==> config.mk <==
export PLATFORM = sky130hd
export DESIGN_NAME = seg_scan_mux
export DESIGN_NICKNAME = d
export VERILOG_FILES = /design/src/rtl/seg_scan_mux.sv
export SDC_FILE = /design/constraint.sdc
export NUM_CORES = 1
export LEC_CHECK = 0
export CORE_MARGIN = 5
export CORE_UTILIZATION = 50
export DETAILED_ROUTE_END_ITERATION = 8
export PLACE_DENSITY = 0.85
export SYNTH_ARGS = -nofsm -noshare
export SYNTH_HDL_FRONTEND = slang
export SYNTH_SLANG_ARGS = --single-unit
==> constraint.sdc <==
create_clock -name clk -period 5.5 [get_ports clk]
set_input_delay 0.55 -clock clk [delete_from_list [all_inputs] [get_ports clk]]
set_output_delay 0.55 -clock clk [all_outputs]
set_load 0.005 [all_outputs]
==> src/rtl/seg_scan_mux.sv <==
// seg_scan_mux: four-digit common-anode 7-segment scanner for the stopwatch.
// Each digit owns a DIV-clock slot. The first BLANK clocks of a slot keep all
// anodes off so that the previous digit's pattern cannot ghost. The digit
// patterns and dot are captured once per frame so a frame is never torn.
// Every output is registered, so there is no combinational path from input to output.
module seg_scan_mux #(
    parameter int DIV       = 100000,
    parameter int BLANK     = 1000,
    parameter int DOT_DIGIT = 2
) (
    input  logic       clk,
    input  logic       clr,
    input  logic [6:0] seg1,
    input  logic [6:0] seg2,
    input  logic [6:0] seg3,
    input  logic [6:0] seg4,
    input  logic       dot,
    input  logic       lt,
    output logic [3:0] an,
    output logic [6:0] seg,
    output logic       dp,
    output logic       frame
);

    localparam int             CW       = $clog2(DIV);
    localparam logic [CW-1:0]  CNT_LAST = CW'(DIV - 1);
    localparam logic [CW-1:0]  CNT_ONE  = CW'(1);
    localparam logic [CW-1:0]  BLANK_C  = CW'(BLANK);
    localparam logic [1:0]     DOT_K    = 2'(DOT_DIGIT);

    logic [1:0]    r_idx;
    logic [CW-1:0] r_cnt;
    logic [6:0]    r_snap [4];   // indexed by anode number: [3] = leftmost
    logic          r_snap_dot;

    logic [3:0]    r_an;
    logic [6:0]    r_seg;
    logic          r_dp;
    logic          r_frame;

    logic [1:0]    w_k;
    logic          w_frame;
    logic [3:0]    w_an;
    logic [6:0]    w_seg;
    logic          w_dp;

    // Slot timing: cnt walks 0..DIV-1 inside a slot, then idx moves to the next digit.
    // NOTE: sequential state is always assigned with <= so every register samples pre-edge values.
    always_ff @(posedge clk) begin
        if (clr) begin
            r_idx <= 2'd0;
            r_cnt <= '0;
        end else if (r_cnt == CNT_LAST) begin
            r_cnt <= '0;
            r_idx <= r_idx + 2'd1;
        end else begin
            r_cnt <= r_cnt + CNT_ONE;
        end
    end

    // Frame snapshot: inputs are captured only at the very start of slot 0.
    // NOTE: the snapshot array is reset explicitly so a freshly cleared display shows all segments off.
    always_ff @(posedge clk) begin
        if (clr) begin
            for (int i = 0; i < 4; i++) r_snap[i] <= 7'h7F;
            r_snap_dot <= 1'b0;
        end else if (w_frame) begin
            r_snap[3]  <= seg1;
            r_snap[2]  <= seg2;
            r_snap[1]  <= seg3;
            r_snap[0]  <= seg4;
            r_snap_dot <= dot;
        end
    end

    // Next display value from the current slot position, snapshot and lamp test.
    // NOTE: every comb output gets a default first so no latch can be inferred.
    always_comb begin
        w_k     = 2'd3 - r_idx;
        w_frame = (r_idx == 2'd0) && (r_cnt == '0);
        w_an    = 4'hF;
        w_seg   = 7'h7F;
        w_dp    = 1'b1;
        if (r_cnt >= BLANK_C) begin
            w_an = ~(4'b0001 << w_k);
            if (lt) begin
                w_seg = 7'h00;
                w_dp  = 1'b0;
            end else begin
                w_seg = r_snap[w_k];
                w_dp  = ~(r_snap_dot && (w_k == DOT_K));
            end
        end
    end

    // Output register: one cycle behind the slot position, glitch-free at the pins.
    always_ff @(posedge clk) begin
        if (clr) begin
            r_an    <= 4'hF;
            r_seg   <= 7'h7F;
            r_dp    <= 1'b1;
            r_frame <= 1'b0;
        end else begin
            r_an    <= w_an;
            r_seg   <= w_seg;
            r_dp    <= w_dp;
            r_frame <= w_frame;
        end
    end

    assign an    = r_an;
    assign seg   = r_seg;
    assign dp    = r_dp;
    assign frame = r_frame;

endmodule

======== After elaboration in Yosys (flattened, before gate mapping) ========
Memory sizes are Yosys's and may differ from the RTL's.
Cells that the tools add are included.
word-level totals
  memories kept ........................... 1
  memory bits (writable) .................. 28
  logic and storage cells ................. 39
  input port bits ......................... 32
  flip-flop bits (word level) ............. 33
operators by class
  eq/ne operators ......................... 2
  multiplexer cells ....................... 11
  add/subtract/negate cells ............... 3
  bitwise gates (word level) .............. 7
  shift operators ......................... 1
  $lt $le $gt $ge ......................... 1
  reductions and logical operators ........ 6
memories
  name    words  bits a word  read ports  clocked after memory_dff  wr ports  line  text
  r_snap  4      7            1           0                         4         33    logic [6:0] r_snap [4];
operator list
  kind                   count
  $mux 7                 5
  $add 17x1->17 const B  1
  $eq 17x17->1 const B   1
  $ge 17x10->1 const B   1
  $logic_not 17->1       1
  $mux 1                 6
  $not 4->4              1
  $or 1x1->1             4
  $reduce_or 2->1        2
  $shl 1x2->4 const A    1
  $add 2x1->2 const B    1
  $eq 2x2->1 const B     1
  $logic_and 1x1->1      2
  $logic_not 2->1        1
  $not 1->1              2
  $sub 2x2->2 const A    1

======== Longest topological paths before layout ========
  word-level depth ........................ 6
  mapped depth ............................ 9

======== Worst setup path before layout ========
No wires, ideal clock.
  path type ............................... register to register
  start point ............................. register r_idx[0]
  end point ............................... memory r_snap[0][0], enable pin
  cell stages (with the launch flop) ...... 7
  setup slack ............................. 2432 ps
  library setup time ...................... 419 ps
  required time ........................... 5081 ps
  clock period less this slack ............ 3068 ps
  data arrival time ....................... 2649 ps
  path through ............................ dfxtp_1 > clkbuf_1 > inv_1 > ha_1 > nor4b_1 > nand4b_1 > o21bai_1
RTL lines
  what                      line  text
  start: declaration        31    logic [1:0] r_idx;
  start signal: assignment  55    r_idx <= r_idx + 2'd1;
  end: declaration          33

==> flow_summary.ini <==
[setup_path]
startpoint = r_idx[0]
required_ps = 5500
cp.arrival_ps = 2260
criticalPathCategory = reg2reg
path_max_fanout = 28
start_kind = register
r2r-start = r_idx[0]
cp-end-kind = register

[detailed_routing]
vias = 1724
drt_pass1_iterations = 4
ant_nets = 0
wl_per_cell_um = 13.42
vias_per_cell = 4.983
first_iter_violations = 95
wl_mm = 4.643
drc = 0

[sta]
setup_viol = 0
skew_ps = 11.14
rsz0062_at_grt = false
period_needed_ps = 2257
hold_ws_ps = 492.7
slew_headroom = 0.3974
drv_slew = 0
fmax_mhz = 443.1
finalCritPeriodShare = 0.4104
worst_slew_pin_slew_ps = 899.7
tns_ps = 0
timing.final.hold_violations = 0

[global_route]
grt.overflow.total = 0
grt_pass1_wl_mm = 7.486
grt_max_degree = 30
antenna_found_initial = 0
grt_pass1_vias = 1641
grt_usage = 0.1532

[cells_and_area]
final.fill_count = 396
nets = 309
multi_input_area_um2 = 991.0
diodes = 0
seq_area_mm2 = 0.001501
drive_above_1_share = 0.1087
area_growth_pct = 26.83

[die]
die_w_um = 82.08
die-height_um = 82.08
dieArea_mm2 = 0.006736
rows = 26
io_pins = 45
initial_utilization = 0.5118
core_mm2 = 0.005075

[run_status]
status = completed

[power_and_ir_drop]
power_mw = 0.9617
powerDensity_mw_per_mm2 = 291.9
peakVddDrop_mv = 0.2365
p_leak_nw = 1.120

[placement]
hpwlAfterDp_mm = 3.322
globalplace.congestion = 0.8032
portBuffers = 44

[yosys]
syn_nets = 263
synth_edf_count = 28
ys.flop_type = dfxtp_1
synth_cell_type_count = 34
syn-instance-count = 225
yosysSeqAreaShare = 0.5780
syn_area_per_cell_um2 = 11.54
async_reset_ff_frac = 0
yosysWarnings = 0
synth_area_mm2 = 0.002597
ys_ff_latch = 61

[clocking]
cts_sinks = 61
cts_buffers = 9
cts-resized-gates = 0
cts_tree = done
path_clk_slew_ps = 70
post-cts-setup-buffers = 0
cts-root-buf = clkbuf_8
cts_hold_buf = 0
insertion_delay_ps = 340
clockBufferDepth = 2
htreeDepth = 3

[worst_hold_path]
min_path_type = reg2reg
hp-start = r_cnt[0]

[flow_run]
cap_violations = 0
-- power breakdown --
| group | total, mW | leakage [nW] | switching (mW) | internal, mW |
|---|---|---|---|---|
| logic | 0.0679 | 0.516 | 0.0295 | 0.0384 |
| registers | 0.503 | 0.500 | 0.00662 | 0.496 |
| clock network | 0.391 | 0.104 | 0.180 | 0.211 |
-- logic make-up (layout without fill, tap and decap cells) --
kind of cell | Yosys count | count (layout) | synth area share
xor+xnor | 15 | 15 | 0.05058
flops | 61 | 61 | 0.5780
buf+inv | 27 | 78 | 0.04383
fa+ha+maj | 6 | 6 | 0.02890
mux | 7 | 7 | 0.06069
simple gates | 91 | 91 | 0.1917
compound gates | 18 | 18 | 0.04625
-- synth_stat cells, drive strengths merged, types with 6 or more instances --
cell type | number | area [µm²]
dfxtp | 33 | 660.6
edfxtp | 28 | 840.8
nand2b | 28 | 175.2
nor2 | 19 | 71.32
inv | 16 | 60.06
nand2 | 10 | 37.54
xnor2 | 10 | 87.58
o21ai | 9 | 45.04
mux4 | 7 | 157.7
nand3 | 7 | 35.03
clkbuf | 6 | 22.52
ha | 6 | 75.07
nor3 | 6 | 30.03
nor4 | 6 | 37.54
-- final timing paths --
| path | slack (ps) | to | cells past startpoint |
|---|---|---|---|
| worst max-delay path | 3240 | r_snap[3][0] | 6 |
| worst min-delay path | 490 | r_cnt[0] | 1 |
| worst max register to register | 3240 | r_snap[3][0] | 6 |
| worst min register to register | 490 | r_cnt[0] | 1 |
-- state kept, by name, indices dropped and copies added (netlist names) --
name / flops
seg: 7
r_snap: 28
r_cnt: 17
frame: 1
r_idx: 2
r_snap_dot: 1
an: 4
dp: 1
-- metrics by stage --
step                setup slack [ps]  std cells  utilization  area, µm²
floorplan                       2432        225            -       2597
global route                    3024        346       0.6492       3294
detailed placement              3246        330       0.6100       3095
CTS                             3212        346       0.6492       3294
global placement                3302        330       0.6100       3095
finish                          3243        346       0.6492       3294
-- layout by cell type, fill, tap and decap left out, types with 6 or more instances in the layout --
cell type	count
clkbuf_8	9
clkdlybuf4s50_1	44
dfxtp_1	33
edfxtp_1	28
ha_1	6
inv_1	16
mux4_2	7
nand2_1	10
nand2b_1	28
nand3_1	7
nor2_1	19
nor4_1	6
o21ai_0	9
xnor2_1	10
-- routing by layer --
| layer | GRT usage | part of all wire |
|---|---|---|
| met1 | 0.1766 | 0.42 |
| met2 | 0.2504 | 0.51 |
| met3 | 0.05811 | 0.054 |
| met4 | 0.07309 | 0.020 |
| met5 | 0 | 0 |
-- cell type report --
| cell class | count | area share |
|---|---|---|
| sequential | 61 | 0.4558 |
| multi-input combinational | 137 | 0.3008 |
| timing repair buffer | 46 | 0.1382 |
| clock buffer | 9 | 0.03760 |
| tap | 70 | 0.02659 |
| clock inverter | 7 | 0.02279 |
| inverter | 16 | 0.01823 |
-- worst max-delay path, cell delays in order, from the launching register on --
cell and delay [ps]:
dfxtp_1 510, inv_1 190, ha_1 190, nor4b_1 230, nand4b_1 270, o21bai_2 180
buf_4 350
(Power assumes the default switching activity.)
